--- src/rtl/lcd_pkg.sv ---
// Shared constants, state encoding and helpers for the LCD row scheduler.
package lcd_pkg;

    // Characters in one display row, and the bit width of one row image.
    localparam int CHARS_PER_ROW = 20;
    localparam int ROW_BITS      = CHARS_PER_ROW * 8;

    // HD44780-style "set DDRAM address" opcode; the address is OR-ed into it.
    localparam logic [7:0] CMD_SET_DDRAM = 8'h80;

    // DDRAM start address of each physical row.
    localparam logic [7:0] DDRAM_ROW0 = 8'h00;
    localparam logic [7:0] DDRAM_ROW1 = 8'h40;
    localparam logic [7:0] DDRAM_ROW2 = 8'h14;
    localparam logic [7:0] DDRAM_ROW3 = 8'h54;

    // Scheduler states, one row transfer walks PICK through ROW_END.
    typedef enum logic [2:0] {
        ST_IDLE      = 3'd0,
        ST_PICK      = 3'd1,
        ST_CMD       = 3'd2,
        ST_ROW_START = 3'd3,
        ST_ROW_DATA  = 3'd4,
        ST_ROW_END   = 3'd5
    } state_t;

    // Width of a row index; a single-row display still needs one bit.
    function automatic int row_idx_w(input int n_rows);
        return (n_rows > 1) ? $clog2(n_rows) : 1;
    endfunction

    // DDRAM base address for a row number.
    function automatic logic [7:0] ddram_base(input int row);
        case (row)
            0:       return DDRAM_ROW0;
            1:       return DDRAM_ROW1;
            2:       return DDRAM_ROW2;
            3:       return DDRAM_ROW3;
            default: return DDRAM_ROW0;
        endcase
    endfunction

endpackage

--- src/rtl/lcd_rr_pick.sv ---
// Combinational round-robin finder: first set pending bit after last_row,
// wrapping modulo N_ROWS. valid is low when nothing is pending.
module lcd_rr_pick
    import lcd_pkg::*;
#(
    parameter int N_ROWS = 2,
    localparam int RW    = row_idx_w(N_ROWS)
) (
    input  logic [N_ROWS-1:0] pending,
    input  logic [RW-1:0]     last_row,
    output logic [RW-1:0]     sel,
    output logic              valid
);

    logic [RW:0]   cand;
    logic [RW-1:0] idx;

    // Walk candidates from farthest to nearest so the nearest set bit wins.
    always_comb begin
        // NOTE: every variable written here gets a default first, otherwise
        // paths that skip an assignment would infer a latch.
        sel   = '0;
        valid = 1'b0;
        cand  = '0;
        idx   = '0;
        for (int k = N_ROWS; k >= 1; k--) begin
            cand = {1'b0, last_row} + (RW+1)'(k);
            if (cand >= (RW+1)'(N_ROWS)) begin
                cand = cand - (RW+1)'(N_ROWS);
            end
            idx = cand[RW-1:0];
            if (pending[idx]) begin
                sel   = idx;
                valid = 1'b1;
            end
        end
    end

endmodule

--- src/rtl/lcd_row_scheduler.sv ---
// Row scheduler: queues per-row update requests, serves them round-robin,
// and for each row sends the DDRAM address command, starts the row
// serializer, counts the character acks and waits for row completion.
module lcd_row_scheduler
    import lcd_pkg::*;
#(
    parameter int N_ROWS = 2,
    parameter int CHARS  = CHARS_PER_ROW
) (
    input  logic                         CLK,
    input  logic                         Reset,
    input  logic [N_ROWS*ROW_BITS-1:0]   DB_All,
    input  logic [N_ROWS-1:0]            Row_Req,
    input  logic                         Refresh,
    input  logic                         Lista,
    input  logic                         Row_Done,
    output logic [ROW_BITS-1:0]          Row_DB,
    output logic                         Row_Write,
    output logic                         LCD_RS,
    output logic                         Cmd_Write,
    output logic [7:0]                   Cmd_Data,
    output logic                         Busy,
    output logic                         Frame_Done
);

    localparam int RW = row_idx_w(N_ROWS);

    state_t            state, state_nxt;
    logic [N_ROWS-1:0] pending;
    logic [N_ROWS-1:0] clear_mask;
    logic [RW-1:0]     last_row;
    logic [RW-1:0]     pick_sel;
    logic              pick_valid;
    logic [4:0]        char_cnt;
    logic              frame_done_set;

    lcd_rr_pick #(
        .N_ROWS (N_ROWS)
    ) u_pick (
        .pending  (pending),
        .last_row (last_row),
        .sel      (pick_sel),
        .valid    (pick_valid)
    );

    // State register.
    always_ff @(posedge CLK or negedge Reset) begin
        // NOTE: state is updated with <= so every register samples the values
        // from before the edge, independent of block ordering.
        if (!Reset) begin
            state <= ST_IDLE;
        end else begin
            state <= state_nxt;
        end
    end

    // Pending bits: new requests win over the clear of the row being picked.
    always_ff @(posedge CLK or negedge Reset) begin
        if (!Reset) begin
            pending <= '0;
        end else begin
            pending <= (pending & ~clear_mask) | Row_Req | {N_ROWS{Refresh}};
        end
    end

    // Row selection bookkeeping and image capture, both only in PICK.
    always_ff @(posedge CLK or negedge Reset) begin
        if (!Reset) begin
            last_row <= RW'(N_ROWS - 1);
            Row_DB   <= '0;
        end else if (state == ST_PICK && pick_valid) begin
            last_row <= pick_sel;
            Row_DB   <= DB_All[int'(pick_sel)*ROW_BITS +: ROW_BITS];
        end
    end

    // Character ack counter, cleared on row start and saturating at CHARS.
    always_ff @(posedge CLK or negedge Reset) begin
        if (!Reset) begin
            char_cnt <= '0;
        end else if (state == ST_ROW_START) begin
            char_cnt <= '0;
        end else if (state == ST_ROW_DATA && Lista && char_cnt < 5'(CHARS)) begin
            char_cnt <= char_cnt + 5'd1;
        end
    end

    // Registered end-of-frame pulse, high for the first IDLE cycle.
    always_ff @(posedge CLK or negedge Reset) begin
        if (!Reset) begin
            Frame_Done <= 1'b0;
        end else begin
            Frame_Done <= frame_done_set;
        end
    end

    // Next-state logic and state-decoded outputs.
    always_comb begin
        state_nxt      = state;
        clear_mask     = '0;
        frame_done_set = 1'b0;
        Row_Write      = 1'b0;
        LCD_RS         = 1'b0;
        Cmd_Write      = 1'b0;
        Cmd_Data       = 8'h00;
        Busy           = (state != ST_IDLE);

        case (state)
            ST_IDLE: begin
                if (pending != '0) begin
                    state_nxt = ST_PICK;
                end
            end

            ST_PICK: begin
                if (pick_valid) begin
                    clear_mask           = '0;
                    clear_mask[pick_sel] = 1'b1;
                    state_nxt            = ST_CMD;
                end else begin
                    state_nxt = ST_IDLE;
                end
            end

            ST_CMD: begin
                // last_row already holds the row picked for this transfer.
                Cmd_Write = 1'b1;
                Cmd_Data  = CMD_SET_DDRAM | ddram_base(int'(last_row));
                if (Lista) begin
                    state_nxt = ST_ROW_START;
                end
            end

            ST_ROW_START: begin
                Row_Write = 1'b1;
                LCD_RS    = 1'b1;
                state_nxt = ST_ROW_DATA;
            end

            ST_ROW_DATA: begin
                LCD_RS = 1'b1;
                if (Lista && char_cnt >= 5'(CHARS - 1)) begin
                    state_nxt = ST_ROW_END;
                end
            end

            ST_ROW_END: begin
                if (Row_Done) begin
                    if (pending != '0) begin
                        state_nxt = ST_PICK;
                    end else begin
                        frame_done_set = 1'b1;
                        state_nxt      = ST_IDLE;
                    end
                end
            end

            default: begin
                state_nxt = ST_IDLE;
            end
        endcase
    end

endmodule

--- config.mk ---
export PLATFORM = sky130hd
export DESIGN_NAME = lcd_row_scheduler
export DESIGN_NICKNAME = d
export VERILOG_FILES = /design/src/rtl/lcd_pkg.sv /design/src/rtl/lcd_rr_pick.sv /design/src/rtl/lcd_row_scheduler.sv
export SDC_FILE = /design/constraint.sdc
export NUM_CORES = 1
export LEC_CHECK = 0
export CAP_MARGIN = 10
export CORE_AREA = 8 8 188 190
export DETAILED_ROUTE_END_ITERATION = 7
export DIE_AREA = 0 0 196 198
export GPL_ROUTABILITY_DRIVEN = 0
export PLACE_DENSITY = 0.6
export REMOVE_ABC_BUFFERS = 1
export SLEW_MARGIN = 20
export SYNTH_ARGS = -nofsm -noshare
export SYNTH_HDL_FRONTEND = slang
export SYNTH_SLANG_ARGS = --single-unit
--- constraint.sdc ---
create_clock -name CLK -period 4.1 [get_ports CLK]
set_clock_uncertainty 0.2 [all_clocks]
set_input_delay 0.615 -clock CLK [delete_from_list [all_inputs] [get_ports CLK]]
set_output_delay 0.615 -clock CLK [all_outputs]
set_load 0.03 [all_outputs]
[Yosys cells after proc, flatten, opt, wreduce, memory -nomap -nowiden]
Cells that the tools add are included.
Operators by class
  $add $sub $neg: 5
  multiply operators: 1
  magnitude comparators: 8
  equal/unequal tests: 9
  shifts and indexed selects: 1
  multiplexer cells: 31
  bitwise logic cells: 5
  reduce and logical (&&, ||, !) cells: 11
Operators with widths (count)
  320-bit by 10-bit indexed part select with 160-bit output: 1
  1-bit two-way mux: 18
  3-bit one-hot mux with 6 select lines: 1
  7-bit one-hot mux with 2 select lines: 1
  3-bit two-way mux: 4
  5-bit two-way mux: 2
  8-bit two-way mux: 1
  3-bit by 2-bit == test with 1-bit output, second input constant: 2
  3-bit == test, second input constant: 2
  1-bit by 2-bit < comparator with 1-bit output, second input constant: 3
  2-bit two-way mux: 3
  2-bit inequality test, second input constant: 3
  5-bit by 1-bit adder with 5-bit output, second input constant: 1
  5-bit greater-or-equal comparator, second input constant: 1
  1-bit logical AND: 5
  5-bit < comparator, second input constant: 1
  2-bit greater-or-equal comparator, second input constant: 2
  1-bit by 3-bit multiplier with 4-bit output, second input constant: 1
  2-bit bitwise OR: 2
  4-bit AND reduction: 1
  2-bit nonzero test: 2
  3-bit by 1-bit == test with 1-bit output, second input constant: 1
  3-bit zero test: 1
  3-bit nonzero test: 1
  10 further kinds: 11
Word-level totals
  bits in registers: 172

[Logic depth before layout (Yosys ltp)]
  depth in word-level cells: 17
  mapped depth: 7
  gate-level depth less buffers: 4

[Hierarchy]
Synthesis repeated with hierarchy kept, for this count alone.
Second synthesis, totals
  cell total of the unflattened synthesis: 766
  area total of the unflattened synthesis: 8130.3 µm²
By module, submodules not included
  lcd_row_scheduler: times used 1, cells an instance 764, area an instance 8116.5 µm²
  lcd_rr_pick: times used 1, cells an instance 2, area an instance 13.8 µm²

[Least setup slack after synthesis]
No wires, ideal clock.
  path type: flip-flop to output port
  start point: register state[0]
  end point: output Cmd_Data[6]
  arrival: 1.813 ns
  required time: 3.285 ns
  setup slack: 1.472 ns
  cell stages (with the launch flop): 4
  path buffers: 1
  cell sequence: dfrtp_1 > buf_4 > nor3b_1 > and2_1
Between the ends
  longest elaborated chain between the ends: 2
RTL lines
  from (decl): line lcd_row_scheduler.sv:28  | state_t state, state_nxt;
  from (signal assigned): line lcd_row_scheduler.sv:53  | state <= state_nxt;
  3-bit by 2-bit == test with 1-bit output: line lcd_row_scheduler.sv:108  | case (state)
  8-bit two-way mux: line lcd_row_scheduler.sv:108
  to (decl): line lcd_row_scheduler.sv:21  | output logic [7:0] Cmd_Data,
No other way between the ends.

[Worst setup path in the final report]
Same ends and word-level chain as after synthesis.

==> qor_table.md <==
| Item | Reported |
|:---|:---|
| Beginning of the worst register-to-register path | state[0]$_DFFE_PN0P_ |
| Status | completed |
| H-tree Lvls | 4 |
| Vias in the first global route | 8100 |
| Post-DR vias/cell | 4.93 |
| Type of element capturing the critical path | output port |
| Min-Delay Startpoint | Row_DB[89]$_DFFE_PN0P_ |
| Top cells by area in the synthesized netlist | sky130_fd_sc_hd__dfrtp_1, sky130_fd_sc_hd__a221o_1, sky130_fd_sc_hd__o21a_1, sky130_fd_sc_hd__mux2i_1, sky130_fd_sc_hd__o21ai_0 |
| Clock transition time at the flip-flop clock pins of the worst setup and hold paths | 0.07 ns |
| Top_reg_cell synth | sky130_fd_sc_hd__dfrtp_1 |
| Share of synthesized registers carrying an async set or reset | 1.00 |
| Slew of the pin with the lowest slew margin | 1.03 ns |
| Count of flip-flops with a built-in enable after synthesis | 0 |
| Unique cell type count in the Yosys netlist | 39 |
| Routed Antenna Nets | 0 |
| Final Total Pwr | 0.0111 W |
| Number of max-slew violations in the final report | 0 |
| Hold Fails Final Rpt | 0 |
| Die outline width | 196 um |
| Number of synthesized register bits | 172 |
| Number of buffers created by CTS | 17 |
| Number of antenna violations at the first check in global routing | 0 |
| Overflow after GRT | 0 |
| Root buffer cell | sky130_fd_sc_hd__clkbuf_16 |
| Detailed router's first-iteration violation count | 336 |
| Part of the Yosys area used for sequential elements | 0.540 |
| Syn avg cell area | 12.0 sq um |
| Global-route wire length before repair | 52.2 mm |
| Maximum frequency from static timing analysis | 0.322 GHz |
| CP required | 3.28 ns |
| Worst Reg2Reg Path Length in Cells | 3 |
| Synth Instances | 662 |
| Via total after detailed routing | 7557 |
| Worst Slack Setup Final | 0.996 ns |
| Unrepaired setup endpoints after global routing | no |
| Net count, final | 1439 |
| Initial standard-cell utilization of the core | 0.247 |
| Relative contribution of combinational cells to total power | 0.588 |
| Cell Int Power | 0.00631 W |
| Switching Power | 0.00478 W |
| Io pins | 500 |
| Category of the most critical setup path | reg -> out |
| Final HPWL from detailed placement | 26.1 mm |
| Worst hold path depth | 2 |
| Maximum count of clock buffers along a single path | 2 |
| Total Die Area | 38800 sq um |
| Final Setup Violations | 0 |
| Hold Crit Endpoint | Row_DB[89]$_DFFE_PN0P_ |
| P_leak | 5.56 nW |
| CTS resizes | 0 |
| Startpoint Class | flop |
| Area fraction of the dominant cell type after synthesis | 0.537 |
| Vertical die dimension | 198 um |
| Crit path DAT | 2.29 ns |
| Total global-route track usage | 0.174 |
| Combined buffer and inverter count along the critical path | 1 |
| Worst Path Max Fanout | 9 |
| Final critical delay including setup and external delays | 3.10 ns |
| TritonCTS clock tree | done |
| Slowest stage cell on the critical path | sky130_fd_sc_hd__clkdlybuf4s50_1 |
| Count of synthesis-stage warnings from yosys | 0 |
| Period Utilization, post-route | 0.757 |
| Worst reg-to-reg setup slack | 1.35 ns |
| Max stage delay on crit path | 0.68 ns |
| Maximum number of pins on one net before global-route repair | 162 |
| Switching power as a share of total power | 0.431 |
| Number of detailed-route iterations in the first pass | 6 |
| Layout cell share with drive strength beyond 1 | 0.0427 |
| Worst flop-to-flop path endpoint | Row_DB[86]$_DFFE_PN0P_ |
| Most area-hungry cell type in the Yosys netlist | sky130_fd_sc_hd__dfrtp_1 |
| CTS Sinks | 172 |
| Clock latency at the later pin of the worst-skew pair | 0.43 ns |
| Max-slew headroom at the worst pin | 0.315 |
| Worst vdd rail ir drop | 0.344 mV |
| Floorplan row count | 66 |
| Part of the total power dissipated in sequential elements | 0.268 |
| Category of cells accounting for the largest share of critical-path delay | simple AND/OR/NAND/NOR gates |
| Area overhead of the layout relative to synthesis | 72.1% |
| Power density over the cells | 809 nW/um^2 |
| Area of the core | 32200 sq um |
| HP Class | reg -> reg |
| Netlist area before placement | 7970 sq um |
| Number of DRC violations after detailed routing | 0 |
| DP Worst Slack | 1.33 ns |
| Count of buffers inserted at the top-level ports | 493 |
| Portion of total power attributed to the clock network | 0.144 |
| Max Cap Viol | 0 |
| Cell-by-cell listing of the critical path | nor3b_1 -> and2_1 -> clkdlybuf4s50_1 |
| Avg WL per Cell | 22.9 um |
| Aggregate routed wire length | 35.2 mm |
[sequential cells by signal, summed over array words and instances (netlist names)]
name and count:
Row_DB 160, pending 2, char_cnt 5, last_row 1, Frame_Done 1, state 3
[what timing repair did]
action                                  in CTS  in global routing
endpoints found under the hold margin       19                  0
hold buffers                                 1                  0
endpoints found under the setup margin       0                  0
buffers inserted                             0                  0
[synth_stat cells (2+ instances only)]
cell type and number:
sky130_fd_sc_hd__nand2b_1 3, sky130_fd_sc_hd__dfrtp_1 171, sky130_fd_sc_hd__nor2b_1 2, sky130_fd_sc_hd__o21ai_1 4, sky130_fd_sc_hd__clkbuf_1 36, sky130_fd_sc_hd__buf_2 22, sky130_fd_sc_hd__mux2i_1 44, sky130_fd_sc_hd__a221o_1 119
sky130_fd_sc_hd__o21a_1 119, sky130_fd_sc_hd__nand2_1 8, sky130_fd_sc_hd__nor2_1 5, sky130_fd_sc_hd__buf_4 10, sky130_fd_sc_hd__buf_6 10, sky130_fd_sc_hd__inv_1 3, sky130_fd_sc_hd__o21ai_0 82
[power groups by stage]
stage          Clock (W)  Combinational, W  Sequential [W]
2_1_floorplan          0           0.00236         0.00444
3_3_place_gp           0           0.00653         0.00298
3_5_place_dp           0           0.00660         0.00299
4_1_cts          0.00166           0.00661         0.00298
5_1_grt          0.00171           0.00694         0.00308
6_report         0.00160           0.00652         0.00297
[kinds of logic after synthesis]
group / count (synthesis) / synth area share
fa+ha+maj: 1 / 0.00157
other cells: 1 / 0.000471
buf+inv: 82 / 0.0562
compound gates: 332 / 0.324
mux: 44 / 0.0553
flops: 172 / 0.540
simple gates: 30 / 0.0217
[layout make-up]
cell class                 count  area, sq um
fill                        3070        18500
timing repair buffer         504         5070
sequential                   172         4310
multi-input combinational    413         3250
tap                          408          510
clock buffer                  21          450
clock inverter                11          110
inverter                       3         11.3
antenna                        1         2.50
[layer usage]
| layer | GRT usage | vias up | wire length (um) |
|---|---|---|---|
| met5 | 0 | - | 0 |
| met4 | 0.0547 | 0 | 798 |
| met3 | 0.0781 | 32 | 3710 |
| met2 | 0.289 | 371 | 16800 |
| met1 | 0.199 | 3683 | 13800 |
| li1 | - | 3471 | - |
[through the flow]
step | utilization | area (sq um) | cells | setup TNS [ns] | hold WS (ns)
after floorplan | - | 7550 | 588 | -497.38 | 0.119
after global routing | 0.426 | 13700 | 1532 | 0 | 0.344
after CTS | 0.426 | 13700 | 1532 | 0 | 0.314
after detailed placement | 0.408 | 13100 | 1499 | 0 | 0.298
after global placement | 0.408 | 13100 | 1499 | 0 | 0.288
final | 0.426 | 13700 | 1533 | 0 | 0.308
[worst register-to-register path, cell delays in order, from the launching register on]
cell,delay (ns)
sky130_fd_sc_hd__dfrtp_1,0.45
sky130_fd_sc_hd__or3b_4,0.92
sky130_fd_sc_hd__or2_2,0.75
sky130_fd_sc_hd__o21ai_0,0.27
[cells in the final DEF, fill, tap and decap left out, types with 6 or more instances in the layout]
cell / n
sky130_fd_sc_hd__a221o_1: 119
sky130_fd_sc_hd__buf_4: 6
sky130_fd_sc_hd__clkbuf_16: 17
sky130_fd_sc_hd__clkdlybuf4s50_1: 492
sky130_fd_sc_hd__conb_1: 6
sky130_fd_sc_hd__dfrtp_1: 171
sky130_fd_sc_hd__mux2i_1: 44
sky130_fd_sc_hd__nand2_1: 8
sky130_fd_sc_hd__o21a_1: 119
sky130_fd_sc_hd__o21ai_0: 82
[worst max-delay path by stage]
stage / start / to / slack (ns) / depth (start not counted)
floorplan: state[0]$_DFFE_PN0P_ / Row_DB[0]$_DFFE_PN0P_ / -3.28 / 3
global placement: state[0]$_DFFE_PN0P_ / Row_DB[84]$_DFFE_PN0P_ / 1.43 / 3
detailed placement: state[0]$_DFFE_PN0P_ / Row_DB[86]$_DFFE_PN0P_ / 1.33 / 3
CTS: state[0]$_DFFE_PN0P_ / Cmd_Data[6] / 0.97 / 3
global route: state[0]$_DFFE_PN0P_ / Cmd_Data[6] / 0.88 / 3
finish: state[0]$_DFFE_PN0P_ / Cmd_Data[6] / 1.0 / 3
(Power assumes the default switching activity.)
